$ cat config.mk
export PLATFORM = sky130hd
export DESIGN_NAME = instr_loader
export DESIGN_NICKNAME = d
export VERILOG_FILES = /design/src/rtl/instr_loader.sv
export SDC_FILE = /design/constraint.sdc
export NUM_CORES = 1
export LEC_CHECK = 0
export CELL_PAD_IN_SITES_DETAIL_PLACEMENT = 2
export CELL_PAD_IN_SITES_GLOBAL_PLACEMENT = 2
export CORE_UTILIZATION = 39
export CTS_BUF_LIST = sky130_fd_sc_hd__clkbuf_16
export CTS_CLUSTER_DIAMETER = 200
export DETAILED_ROUTE_END_ITERATION = 10
export DONT_BUFFER_PORTS = 1
export GPL_TIMING_DRIVEN = 0
export PLACE_DENSITY = 0.88
export SETUP_SLACK_MARGIN = 0.2
export SYNTH_ARGS = -nofsm -noshare
export SYNTH_HDL_FRONTEND = slang
export SYNTH_SLANG_ARGS = --single-unit
$ cat constraint.sdc
create_clock -name clk -period 5.7 [get_ports clk]
set_clock_uncertainty 0.1 [all_clocks]
set_input_delay 0.285 -clock clk [delete_from_list [all_inputs] [get_ports clk]]
set_output_delay 0.285 -clock clk [all_outputs]
set_load 0.05 [all_outputs]
$ cat src/rtl/instr_loader.sv
// instr_loader: boot loader that writes a length-prefixed, little-endian byte stream into instruction memory.
// Define INSTR_LOADER_CHECKSUM_EN to require a trailing XOR checksum byte before the core is released.
module instr_loader #(
   parameter int MEM_WORDS = 64
) (
   input  logic        clk,
   input  logic        reset,
   input  logic        in_valid,
   input  logic [7:0]  in_data,
   output logic        in_ready,
   output logic        im_we,
   output logic [31:0] im_addr,
   output logic [31:0] im_wd,
   output logic        core_reset,
   output logic        done,
   output logic        error,
   output logic [15:0] words_loaded
);

`ifdef INSTR_LOADER_CHECKSUM_EN
   typedef enum logic [2:0] {LEN0, LEN1, DATA, CSUM, FLUSH, DONE, ERROR} state_t;
`else
   typedef enum logic [2:0] {LEN0, LEN1, DATA, FLUSH, DONE, ERROR} state_t;
`endif

   state_t      state;
   logic [15:0] len;
   logic [15:0] word_idx;
   logic [1:0]  byte_idx;
   logic [23:0] asm_buf;
   logic        accept;
   logic [15:0] len_full;
   logic        last_word;
`ifdef INSTR_LOADER_CHECKSUM_EN
   logic [7:0]  csum;
`endif

   assign accept    = in_valid && in_ready;
   assign len_full  = {in_data, len[7:0]};
   assign last_word = (word_idx == len - 16'd1);

   always_comb begin
      in_ready = 1'b0;
      case (state)
         LEN0, LEN1, DATA: in_ready = 1'b1;
`ifdef INSTR_LOADER_CHECKSUM_EN
         CSUM:             in_ready = 1'b1;
`endif
         default:          in_ready = 1'b0;
      endcase
   end

   always_ff @(posedge clk) begin
      if (reset) begin
         state        <= LEN0;
         len          <= 16'd0;
         word_idx     <= 16'd0;
         byte_idx     <= 2'd0;
         asm_buf      <= 24'd0;
         im_we        <= 1'b0;
         im_addr      <= 32'd0;
         im_wd        <= 32'd0;
         core_reset   <= 1'b1;
         done         <= 1'b0;
         error        <= 1'b0;
         words_loaded <= 16'd0;
`ifdef INSTR_LOADER_CHECKSUM_EN
         csum         <= 8'd0;
`endif
      end else begin
         im_we <= 1'b0;
         if (im_we)
            words_loaded <= words_loaded + 16'd1;
`ifdef INSTR_LOADER_CHECKSUM_EN
         if (accept)
            csum <= csum ^ in_data;
`endif
         case (state)
            LEN0: begin
               if (accept) begin
                  len[7:0] <= in_data;
                  state    <= LEN1;
               end
            end
            LEN1: begin
               if (accept) begin
                  len[15:8] <= in_data;
                  if (len_full == 16'd0 || len_full > 16'(MEM_WORDS)) begin
                     state <= ERROR;
                     error <= 1'b1;
                  end else begin
                     state <= DATA;
                  end
               end
            end
            // The 4th byte goes straight to the output regs, so the assembly buffer is free next cycle.
            DATA: begin
               if (accept) begin
                  byte_idx <= byte_idx + 2'd1;
                  case (byte_idx)
                     2'd0: asm_buf[7:0]   <= in_data;
                     2'd1: asm_buf[15:8]  <= in_data;
                     2'd2: asm_buf[23:16] <= in_data;
                     default: begin
                        im_we    <= 1'b1;
                        im_addr  <= {14'd0, word_idx, 2'b00};
                        im_wd    <= {in_data, asm_buf};
                        word_idx <= word_idx + 16'd1;
                        if (last_word) begin
`ifdef INSTR_LOADER_CHECKSUM_EN
                           state <= CSUM;
`else
                           state <= FLUSH;
`endif
                        end
                     end
                  endcase
               end
            end
`ifdef INSTR_LOADER_CHECKSUM_EN
            CSUM: begin
               if (accept) begin
                  if (in_data == csum) begin
                     state      <= DONE;
                     done       <= 1'b1;
                     core_reset <= 1'b0;
                  end else begin
                     state <= ERROR;
                     error <= 1'b1;
                  end
               end
            end
`endif
            FLUSH: begin
               state      <= DONE;
               done       <= 1'b1;
               core_reset <= 1'b0;
            end
            default: begin
            end
         endcase
      end
   end

endmodule

After elaboration in Yosys (flattened, before gate mapping)
Cells that the tools add are included.
{"block": "classes", "add_sub_neg": 4, "mul": 0, "div": 0, "order_cmp": 1, "n_eq_ne": 11, "n_shift": 0, "mux": 9, "n_bitwise": 3, "reduce_logical": 18}
{"operator": "$add A16 B1 Y16 const B", "count": 2}
{"operator": "$mux W3", "count": 6}
{"operator": "$eq A16 B16 Y1", "count": 1}
{"operator": "$gt A16 B7 Y1 const B", "count": 1}
{"operator": "$logic_not A16 Y1", "count": 1}
{"operator": "$sub A16 B1 Y16 const B", "count": 1}
{"operator": "$reduce_and A3 Y1", "count": 5}
{"operator": "$pmux W3 S4", "count": 1}
{"operator": "$ne A2 B2 Y1 const B", "count": 5}
{"operator": "$reduce_or A3 Y1", "count": 3}
{"operator": "$eq A3 B2 Y1 const B", "count": 2}
{"operator": "$reduce_and A2 Y1", "count": 3}
{"operator": "$reduce_and A6 Y1", "count": 1}
{"operator": "$reduce_bool A4 Y1", "count": 1}
{"operator": "$eq A3 B1 Y1 const B", "count": 1}
{"operator": "$logic_not A3 Y1", "count": 1}
{"operator": "$not A1 Y1", "count": 3}
{"operator": "$add A2 B1 Y2 const B", "count": 1}
{"operator": "$eq A2 B1 Y1 const B", "count": 1}
{"operator": "$eq A2 B2 Y1 const B", "count": 1}
{"operator": "$logic_not A2 Y1", "count": 1}
{"operator": "$mux W1", "count": 2}
{"operator": "$logic_and A1 B1 Y1", "count": 1}
{"operator": "$logic_or A1 B1 Y1", "count": 1}
{"block": "word_totals", "register_bits": 129, "latchBits": 0, "ram_bits": 0, "mem_bits_ro": 0, "inputBits": 11, "word_cells": 61, "mem_count": 0}

Longest topological paths before layout
Gate-level depths: netlist of run 1.
{"block": "logic_depth", "ltp_word": 6, "mapped_depth": 9}

Least setup slack after synthesis of run 1
OpenSTA, ideal clock, no wires.
{"block": "synth_path", "path_type": "register to register", "from": "register state[0]", "to": "register state[0]", "arrival_time_ps": 2494, "slack_ps": 3022, "stages_incl_launch_ff": 8, "path_buffers": 1, "period_less_slack_ps": 2678, "path_cell_list": "dfxtp_1 -> clkbuf_1 -> a21oi_1 -> nand4b_1 -> nor3_1 -> or4b_1 -> a2111o_1 -> o31ai_2"}
{"block": "synth_between", "elab_chain_cells": 6, "word_cells_on_any_way": 15, "classes_between": "eq/ne: 8; mux: 2; reduce/logical: 5"}
{"element": "start, declared", "line_no": "26", "rtl": "state_t state;"}
{"element": "start signal, assigned", "line_no": "55", "rtl": "state <= LEN0;"}
{"element": "start signal, assigned", "line_no": "82", "rtl": "state <= LEN1;"}
{"element": "start signal, assigned", "line_no": "89", "rtl": "state <= ERROR;"}
{"element": "$eq A3 B2 Y1 (tied with other cells)", "line_no": "44", "rtl": "case (state)"}
{"element": "$reduce_or A3 Y1 (*)", "line_no": "44"}
{"element": "$mux W1 (*)", "line_no": "44"}
{"element": "named net in_ready", "line_no": "10", "rtl": "output logic in_ready,"}
{"element": "$logic_and A1 B1 Y1 (*)", "line_no": "38", "rtl": "assign accept = in_valid && in_ready;"}
{"element": "$ne A2 B2 Y1 (no line)"}
{"element": "$reduce_and A6 Y1 (no line) (*)"}
The timed path passes the listed nets; every way through them passes the cells marked *.
A chain may end at the register's enable or synchronous reset.

Worst setup path after layout of run 1
Ends and elaborated chain as after synthesis.

==> run summary, run 1 <==
The flow ran to the end, and the final reports show no timing, DRC or antenna violations. The later pin in the worst-skew pair is clocked with a latency of 440 ps. The synthesized design contains 0 enable-type register cells. Pin placement for this block handled 96 I/O pins. The async set or reset register ratio after synthesis works out to 0. The final period utilization was 0.586. The run gives 0 as the initial antenna violation count. Routability-driven placement finished with a final weighted congestion of 0.816. After floorplanning, the core was sized to cover 13900 µm². The number of buffer and inverter instances along the worst setup path works out to 1. The proportion of total power due to net switching was 0.247.

Data on the critical path is required at its endpoint by 5940 ps. TritonCTS built the clock tree. In this run, CTS created clock tree buffers numbering 17. The number of design rule violations left after detail routing came out at 0.

Hold timing on the final database bottoms out at a slack of 114 ps. The number of maximum-capacitance constraint violations was 0; the number of synthesized register bits was 129. Path category of the worst min-delay check: input pin to register. The post-synthesis simple-gate area fraction is 0.254. The top cell types in the final layout, fill and taps aside, are sky130_fd_sc_hd__nand2_1, sky130_fd_sc_hd__dfxtp_1, sky130_fd_sc_hd__a21oi_1. Once placement finished, the instance area stood at 5880 µm². The average instance in the mapped netlist occupies 7.93 µm². Across the VDD grid, the largest voltage drop is 0.214 mV.

The internal power of the cells came out at 1.74 mW. The number of pins with negative max-slew slack in the final report is 0, and the slack of the worst reg-to-reg path is 2360 ps. For this block, the routed nets add up to 22300 µm of wire. The die covers 14800 µm². The fraction of synthesized area in multiplexers was 0.0130.

The cell family contributing the most delay on the critical path is compound AO/OA/AOI/OAI gates. On the critical path, the stage with the largest delay is an instance of sky130_fd_sc_hd__a21oi_1. Area share of fa/ha/maj cells after synthesis: 0.0179. Synthesis instantiated 48 different standard cells from the library. Clock-pin slew was measured on the worst setup and hold paths at 60 ps. The overall fraction of global-route tracks in use was 0.317. The tools report the critical path endpoint category as a register.

Largest area contributor in the synthesized netlist: sky130_fd_sc_hd__dfxtp_1. The tools report the start point of the worst hold path as in_valid. In the final routed layout, each cell accounts on average for 23.7 µm.

The largest net degree at the start of global routing was 17; the starting utilization of the core area was 0.401. Leading cell type in the layout, fill and taps excluded: sky130_fd_sc_hd__nand2_1. The area fraction in compound gates after synthesis was 0.126; the final layout net count was 766. The via count of the first global-routing pass is 5997.

The combinational share of power was 0.078. At the pin with the least slew margin, the transition time is 1360 ps. The post-CTS setup buffer count came out at 0. The sink of the worst hold path was state[2]. The first global-routing pass estimated 34400 µm of wire. The clock power share was 0.523; the power density normalized to cell area was 350 nW/µm². Remaining max-slew budget at the tightest pin: 0.0908. For this design the static power due to leakage is 2.33 nW. The sequential fraction of the synthesis area was 0.462. The largest single stage delay on the critical path is 1070 ps. Setup violations remaining at the end of the flow were counted as 0.

The capturing point of the worst reg2reg path is state[0]. The tools report the reg-to-reg startpoint as state[0]. The run gives 0.399 as the share of total power in sequential cells. Category of the critical setup timing path: register to register. The combined area of all synthesized cells came out at 5590 µm². The share of cells above drive strength 1 is 0.0724.

The detailed-placement wirelength estimate is 13300 µm, and the number of cells traversed by the worst register-to-register path is 7. The run gives 0 ps as the setup TNS. The first TritonRoute pass finished after 4 iterations. Compared with the post-synthesis result, the final layout area differs by 17.9%. The routed layout has 5316 vias.

Dominant combinational cell family by area after synthesis: simple AND/OR/NAND/NOR gates. After floorplanning, the core was divided into 43 placement rows. The overall die height is 122 µm. The arrival time at the worst endpoint was 3580 ps. Setup repair after global routing left no endpoint under its margin. Top-area cell type share of the netlist area: 0.462. The total number of yosys warnings was 0; the time the worst path needs with I/O delays and setup was 3340 ps. The number of endpoints with negative hold slack in the final report came out at 0.

The sort of element at the start of the critical path was a register. The tree is rooted in a sky130_fd_sc_hd__clkbuf_16. For this run the aggregate overflow at the end of global routing stands at 0.

The run gives 0 as the antenna violation net count after detailed routing. The number of stages on the worst hold path was 4; the post-route cell area was 6600 µm². For this design, the sink count on the clock tree is 129.

Along the worst path, the maximum fanout reaches 9. The repair_antennas step left the layout with diodes totalling 0. For this run, the top clock speed supported by timing is 0.300 GHz. The H-tree generated during clock tree synthesis spans 4 levels. The number of buffers on the longest clock path was 2; the count of input and output buffers was 0. In the synthesized netlist the dominant register cell turns out to be sky130_fd_sc_hd__dfxtp_1. The signal on the critical path passes through clkbuf_1 -> a21oi_1 -> nand4b_1 -> nor3_1 -> or4b_1 -> a2111o_1 -> o31ai_2.

The violation count after the first detailed-routing iteration is 317. The analysis attributes to net switching a power of 0.571 mW. Yosys attributes the largest share of cell area to sky130_fd_sc_hd__dfxtp_1, sky130_fd_sc_hd__nand2_1, sky130_fd_sc_hd__a21oi_1. The xor/xnor cell area share of the yosys netlist is 0.0673. The instance count of the mapped netlist was 705. Measured along the x axis, the die boundary spans 122 µm.

Using the TritonRoute via totals, the vias-per-cell ratio works out to 5.66.
## power groups by stage
stage / Sequential (mW) / Combinational (mW) / Clock (mW)
CTS: 0.921 / 0.177 / 1.22
global route: 0.922 / 0.192 / 1.25
finish: 0.921 / 0.180 / 1.21
floorplan: 0.937 / 0.128 / 0
global placement: 0.939 / 0.149 / 0
detailed placement: 0.940 / 0.159 / 0
## layer usage
metal	vias up	wire length (µm)	global-route usage
met4	0	978	0.186
met3	71	1210	0.0744
met5	-	0	0
met1	2660	8620	0.347
met2	173	11500	0.555
li1	2412	-	-
## kinds of logic after synthesis
group | count (synthesis)
adder cells (fa/ha/maj) | 8
AND/OR/NAND/NOR | 318
XOR/XNOR | 43
AO/OA/AOI/OAI | 129
multiplexers | 7
flip-flops | 129
other | 1
buffers and inverters | 70
## synth_stat cells, types with 2 or more instances
| master | n |
|---|---|
| sky130_fd_sc_hd__nor4b_1 | 2 |
| sky130_fd_sc_hd__a21o_1 | 4 |
| sky130_fd_sc_hd__ha_1 | 8 |
| sky130_fd_sc_hd__nor4_1 | 5 |
| sky130_fd_sc_hd__buf_4 | 16 |
| sky130_fd_sc_hd__nand4b_1 | 2 |
| sky130_fd_sc_hd__buf_2 | 2 |
| sky130_fd_sc_hd__nor2_1 | 48 |
| sky130_fd_sc_hd__and3_1 | 7 |
| sky130_fd_sc_hd__or3_1 | 4 |
| sky130_fd_sc_hd__a31oi_1 | 3 |
| sky130_fd_sc_hd__a21oi_1 | 104 |
| sky130_fd_sc_hd__nand4_1 | 8 |
| sky130_fd_sc_hd__nand3_1 | 45 |
| sky130_fd_sc_hd__mux2i_1 | 5 |
| sky130_fd_sc_hd__clkbuf_1 | 44 |
| sky130_fd_sc_hd__xnor2_1 | 17 |
| sky130_fd_sc_hd__nor3_1 | 7 |
| sky130_fd_sc_hd__inv_1 | 7 |
| sky130_fd_sc_hd__mux2_2 | 2 |
| sky130_fd_sc_hd__and4_1 | 2 |
| sky130_fd_sc_hd__dfxtp_1 | 129 |
| sky130_fd_sc_hd__nor2b_1 | 6 |
| sky130_fd_sc_hd__nand2_1 | 172 |
| sky130_fd_sc_hd__xor2_1 | 26 |
| sky130_fd_sc_hd__o21ai_0 | 7 |
| sky130_fd_sc_hd__nand2b_1 | 2 |
## area by class of cell
type	instances	area [µm²]
Timing Repair Buffer	8	80.1
Sequential cell	129	2580
Inverter	7	26.3
Clock inverter	15	216
Multi-Input combinational cell	521	2740
Buffer	63	307
Tap cell	180	225
Fill cell	1542	7340
Clock buffer	17	425
## registers in the layout, indices dropped and copies added (netlist names), 2 cells and up
register,cells
im_wd,32
asm_buf,24
im_addr,16
len,16
word_idx,16
words_loaded,16
state,3
byte_idx,2
## stage by stage
step                      setup WS [ps]   util  std cells  power, mW
after global placement             2560  0.422        900       1.09
after floorplan                    3020      -        720       1.06
after global routing               2340  0.473        940       2.37
after CTS                          2440  0.473        940       2.32
after detailed placement           2490  0.422        900       1.10
final                              2360  0.473        940       2.31
## tightest hold or removal path: stages
cell and delay [ps]:
sky130_fd_sc_hd__inv_1 40, sky130_fd_sc_hd__o21bai_1 140, sky130_fd_sc_hd__a21oi_1 70, sky130_fd_sc_hd__nor2_1 80
## repair_timing
action	in CTS	in global routing
hold buffers	8	0
resized for setup	0	0
endpoints found under the hold margin	48	0
## worst max path at each step
stage	start	endpoint	slack, ps	depth (start not counted)
final	state[0]	state[0]	2360	7
after floorplan	state[0]	state[0]	3020	7
after global routing	state[0]	state[0]	2340	7
after detailed placement	state[0]	state[0]	2490	7
after CTS	state[0]	state[0]	2440	7
after global placement	state[0]	state[0]	2560	7
Note: power is estimated with default switching activity, not from simulation.
==> run 2: changes to the inputs <==
--- a/config.mk
+++ b/config.mk
@@ -7,13 +7,13 @@
 export LEC_CHECK = 0
 export CELL_PAD_IN_SITES_DETAIL_PLACEMENT = 2
 export CELL_PAD_IN_SITES_GLOBAL_PLACEMENT = 2
-export CORE_UTILIZATION = 39
+export CORE_UTILIZATION = 33
 export CTS_BUF_LIST = sky130_fd_sc_hd__clkbuf_16
 export CTS_CLUSTER_DIAMETER = 200
 export DETAILED_ROUTE_END_ITERATION = 10
 export DONT_BUFFER_PORTS = 1
 export GPL_TIMING_DRIVEN = 0
-export PLACE_DENSITY = 0.88
+export PLACE_DENSITY = 0.8
 export SETUP_SLACK_MARGIN = 0.2
 export SYNTH_ARGS = -nofsm -noshare
 export SYNTH_HDL_FRONTEND = slang
==> constraint.sdc (replaced) <==
create_clock -name clk -period 2.85 [get_ports clk]
set_clock_uncertainty 0.1 [all_clocks]
set_input_delay 0.1425 -clock clk [delete_from_list [all_inputs] [get_ports clk]]
set_output_delay 0.1425 -clock clk [all_outputs]
set_load 0.05 [all_outputs]
==> run 2 against run 1 <==
- sequential share of layout area decreased by 0.088 points
- die area increased by 18%
- routed wire length decreased by 13%
- worst hold slack got worse by 66 ps
- non-clock buffer count increased by 1
- fmax increased by 30%
- core utilization decreased by 7.4 points
- highest routed layer unchanged
==> run summary, run 2 (synthesis results as in run 1) <==
The setup check on the worst reg-to-reg path leaves a slack of 280 ps. The die is 132 µm tall. Starting utilization of the core area: 0.337. The power density normalized to cell area works out to 648 nW/µm². The run finished with clean final reports. For the global-route wire length before repair, the log shows 30900 µm. Critical-path cell with the highest stage delay: sky130_fd_sc_hd__or4b_1. Setup violations remaining at the end of the flow were counted as 0. The number of cells traversed by the worst register-to-register path works out to 7. STA classifies the critical path endpoint as a register. The run gives 0 as the number of pins with negative max-slew slack in the final report. Summed over all nets, the half-perimeter wirelength after detailed placement is 13200 µm. The area of the core is 16600 µm², and the TritonCTS sink count is 129. The share of the core filled with cells was 0.399; the maximum fanout encountered on the critical timing path was 9. The die covers 17500 µm².

The sort of element at the start of the critical path was a register. Counting the buffers created by CTS gives 17. The leftover overflow at the end of global routing was 0; the final layout net count was 767. The area growth from synthesis to layout works out to 18.3%. The total detailed-routing wirelength came out at 19400 µm. The analysis attributes to cell leakage a power of 2.32 nW. 0 antenna diodes ended up in the layout.

For the required time of the worst setup path, the log shows 3080 ps. In the layout the commonest cells are sky130_fd_sc_hd__nand2_1, sky130_fd_sc_hd__dfxtp_1, sky130_fd_sc_hd__a21oi_1. Overall fraction of global-route tracks in use: 0.232. Row generation in the floorplan step produced 47 rows. The delay of the slowest critical-path stage was 480 ps. Clock latency on the worst-skew pair, taken at its later pin, is 430 ps.

The antenna violation net count after detailed routing is 0, and the via-per-instance ratio is 5.16. The share of cells above drive strength 1 was 0.0880. The maximum operating frequency came out at 0.389 GHz.

The worst setup path is of the register to register kind. The critical path goes through clkbuf_1 -> a21oi_4 -> nand4b_1 -> nor3_1 -> or4b_1 -> a2111o_1 -> o31ai_2. For the remaining max-slew budget at the tightest pin, the log shows 0.465. The tools report the number of vias in the routed layout as 5065.

The final period utilization was 0.902; the flip-flop count of the largest register, all copies and words added was 32. The run gives 2 as the number of buffers on the longest clock path. The tools report the via count of the first global-routing pass as 5542. After layout, the minimum clock period comes to 2570 ps. The number of stages on the worst hold path was 3. For the arrival time at the worst endpoint, the log shows 2800 ps. After routing, the total negative slack on setup checks comes to 0 ps. The startpoint identified for the worst hold timing path is in_valid. The tightest min-delay check is of the input pin to register type.

Leading cell type in the layout, fill and taps excluded: sky130_fd_sc_hd__nand2_1. For the largest net degree at the start of global routing, the log shows 17. Cell chosen for the clock root: sky130_fd_sc_hd__clkbuf_16. In the final layout, the registers with the most flip-flops are im_wd (32), asm_buf (24). The first detailed-routing pass ran for 4 iterations.

The initial antenna violation count is 0. The violation count after the first detailed-routing iteration came out at 133. The number of setup buffers added after CTS is 0. TritonCTS built the clock tree. The tool flagged a number of max-cap violations equal to 0. During I/O placement, the number of pins put on the boundary was 96.

CTS built an H-tree with a depth of 4. At the pin with the least slew margin, the transition time is 795 ps. Routability-driven placement finished with a final weighted congestion of 0.781. Count of input and output buffers: 0.

The tools report the sink of the worst hold path as state[0]. Average wire per cell in the routed design: 19.8 µm. More flip-flops sit in one register than any other, and that register is im_wd.

The clock input transition at the sequential cells of the worst setup and hold paths is 60 ps, and the die boundary width is 132 µm. The startpoint identified for the worst register-to-register timing path is state[0]. The worst-case IR drop observed on VDD is 0.432 mV. Setup repair after global routing could not meet its margin everywhere.

Number of endpoints with negative hold slack in the final report: 0. The worst register-to-register path ends at state[0]. For this run, design rule violations remaining after detail routing come to 0.
[run 2: changes by cell type in the layout (fill, tap and decap cells not counted), moves of 2 or more]
cell                         change
sky130_fd_sc_hd__bufinv_16       -4
sky130_fd_sc_hd__clkbuf_2        +4
sky130_fd_sc_hd__clkinvlp_4      +2
sky130_fd_sc_hd__a21oi_1         -2
sky130_fd_sc_hd__dfxtp_1         -2
sky130_fd_sc_hd__dfxtp_2         +2
sky130_fd_sc_hd__clkbuf_1        -5
[run 2: cell type report]
type / instances / area [µm²]
timing repair buffer: 9 / 90.1
tap: 220 / 275
inverter: 7 / 26.3
multi-input combinational: 521 / 2770
sequential: 129 / 2580
clock buffer: 17 / 425
buffer: 63 / 313
fill: 1935 / 9960
clock inverter: 15 / 136
[run 2: report_power, final]
group | leakage [nW] | internal (mW) | switching [mW]
Clock | 0.267 | 1.20 | 0.884
Sequential | 1.04 | 1.82 | 0.0236
Combinational | 1.01 | 0.120 | 0.238
Total | 2.32 | 3.14 | 1.15
[run 2: routing by layer]
layer  track usage  part of all wire
met1         0.267              0.42
met2         0.409              0.51
met3        0.0634             0.051
met4        0.0894             0.026
met5             0                 0
[run 2: worst max-delay path by stage]
| stage | cells after the start | start | end | slack, ps |
|---|---|---|---|---|
| after global placement | 7 | state[0] | state[0] | 100 |
| after global routing | 8 | state[0] | word_idx[9] | 180 |
| final | 7 | state[0] | state[0] | 280 |
| after CTS | 8 | state[0] | im_addr[16] | 190 |
| after floorplan | 7 | state[0] | state[0] | 470 |
| after detailed placement | 7 | state[0] | state[0] | 70 |
[run 2: what timing repair did]
action	in CTS	in global routing
hold buffers	9	0
cloned	0	0
gates resized for setup	4	13
setup endpoints to repair	5	39
endpoints found under the hold margin	49	0
[run 2: critical path: cells and delay by family, from the launching register on]
family                 cells  cell delay [ps]
AO/OA/AOI/OAI              3             1070
AND/OR/NAND/NOR            3              780
buffers and inverters      1              220
flip-flops                 1              300
[run 2: stage by stage]
| step | cells | worst slack (ps) | hold slack, ps | instance area [µm²] | power, mW |
|---|---|---|---|---|---|
| 3_3_place_gp | 940 | 99.5 | 182 | 5930 | 2.18 |
| 4_1_cts | 981 | 188 | 28.1 | 6600 | 4.32 |
| 5_1_grt | 981 | 178 | 68.5 | 6620 | 4.44 |
| 3_5_place_dp | 940 | 74.3 | 190 | 5930 | 2.20 |
| 6_report | 981 | 278 | 48.1 | 6620 | 4.29 |
| 2_1_floorplan | 720 | 465 | 178 | 5650 | 2.13 |
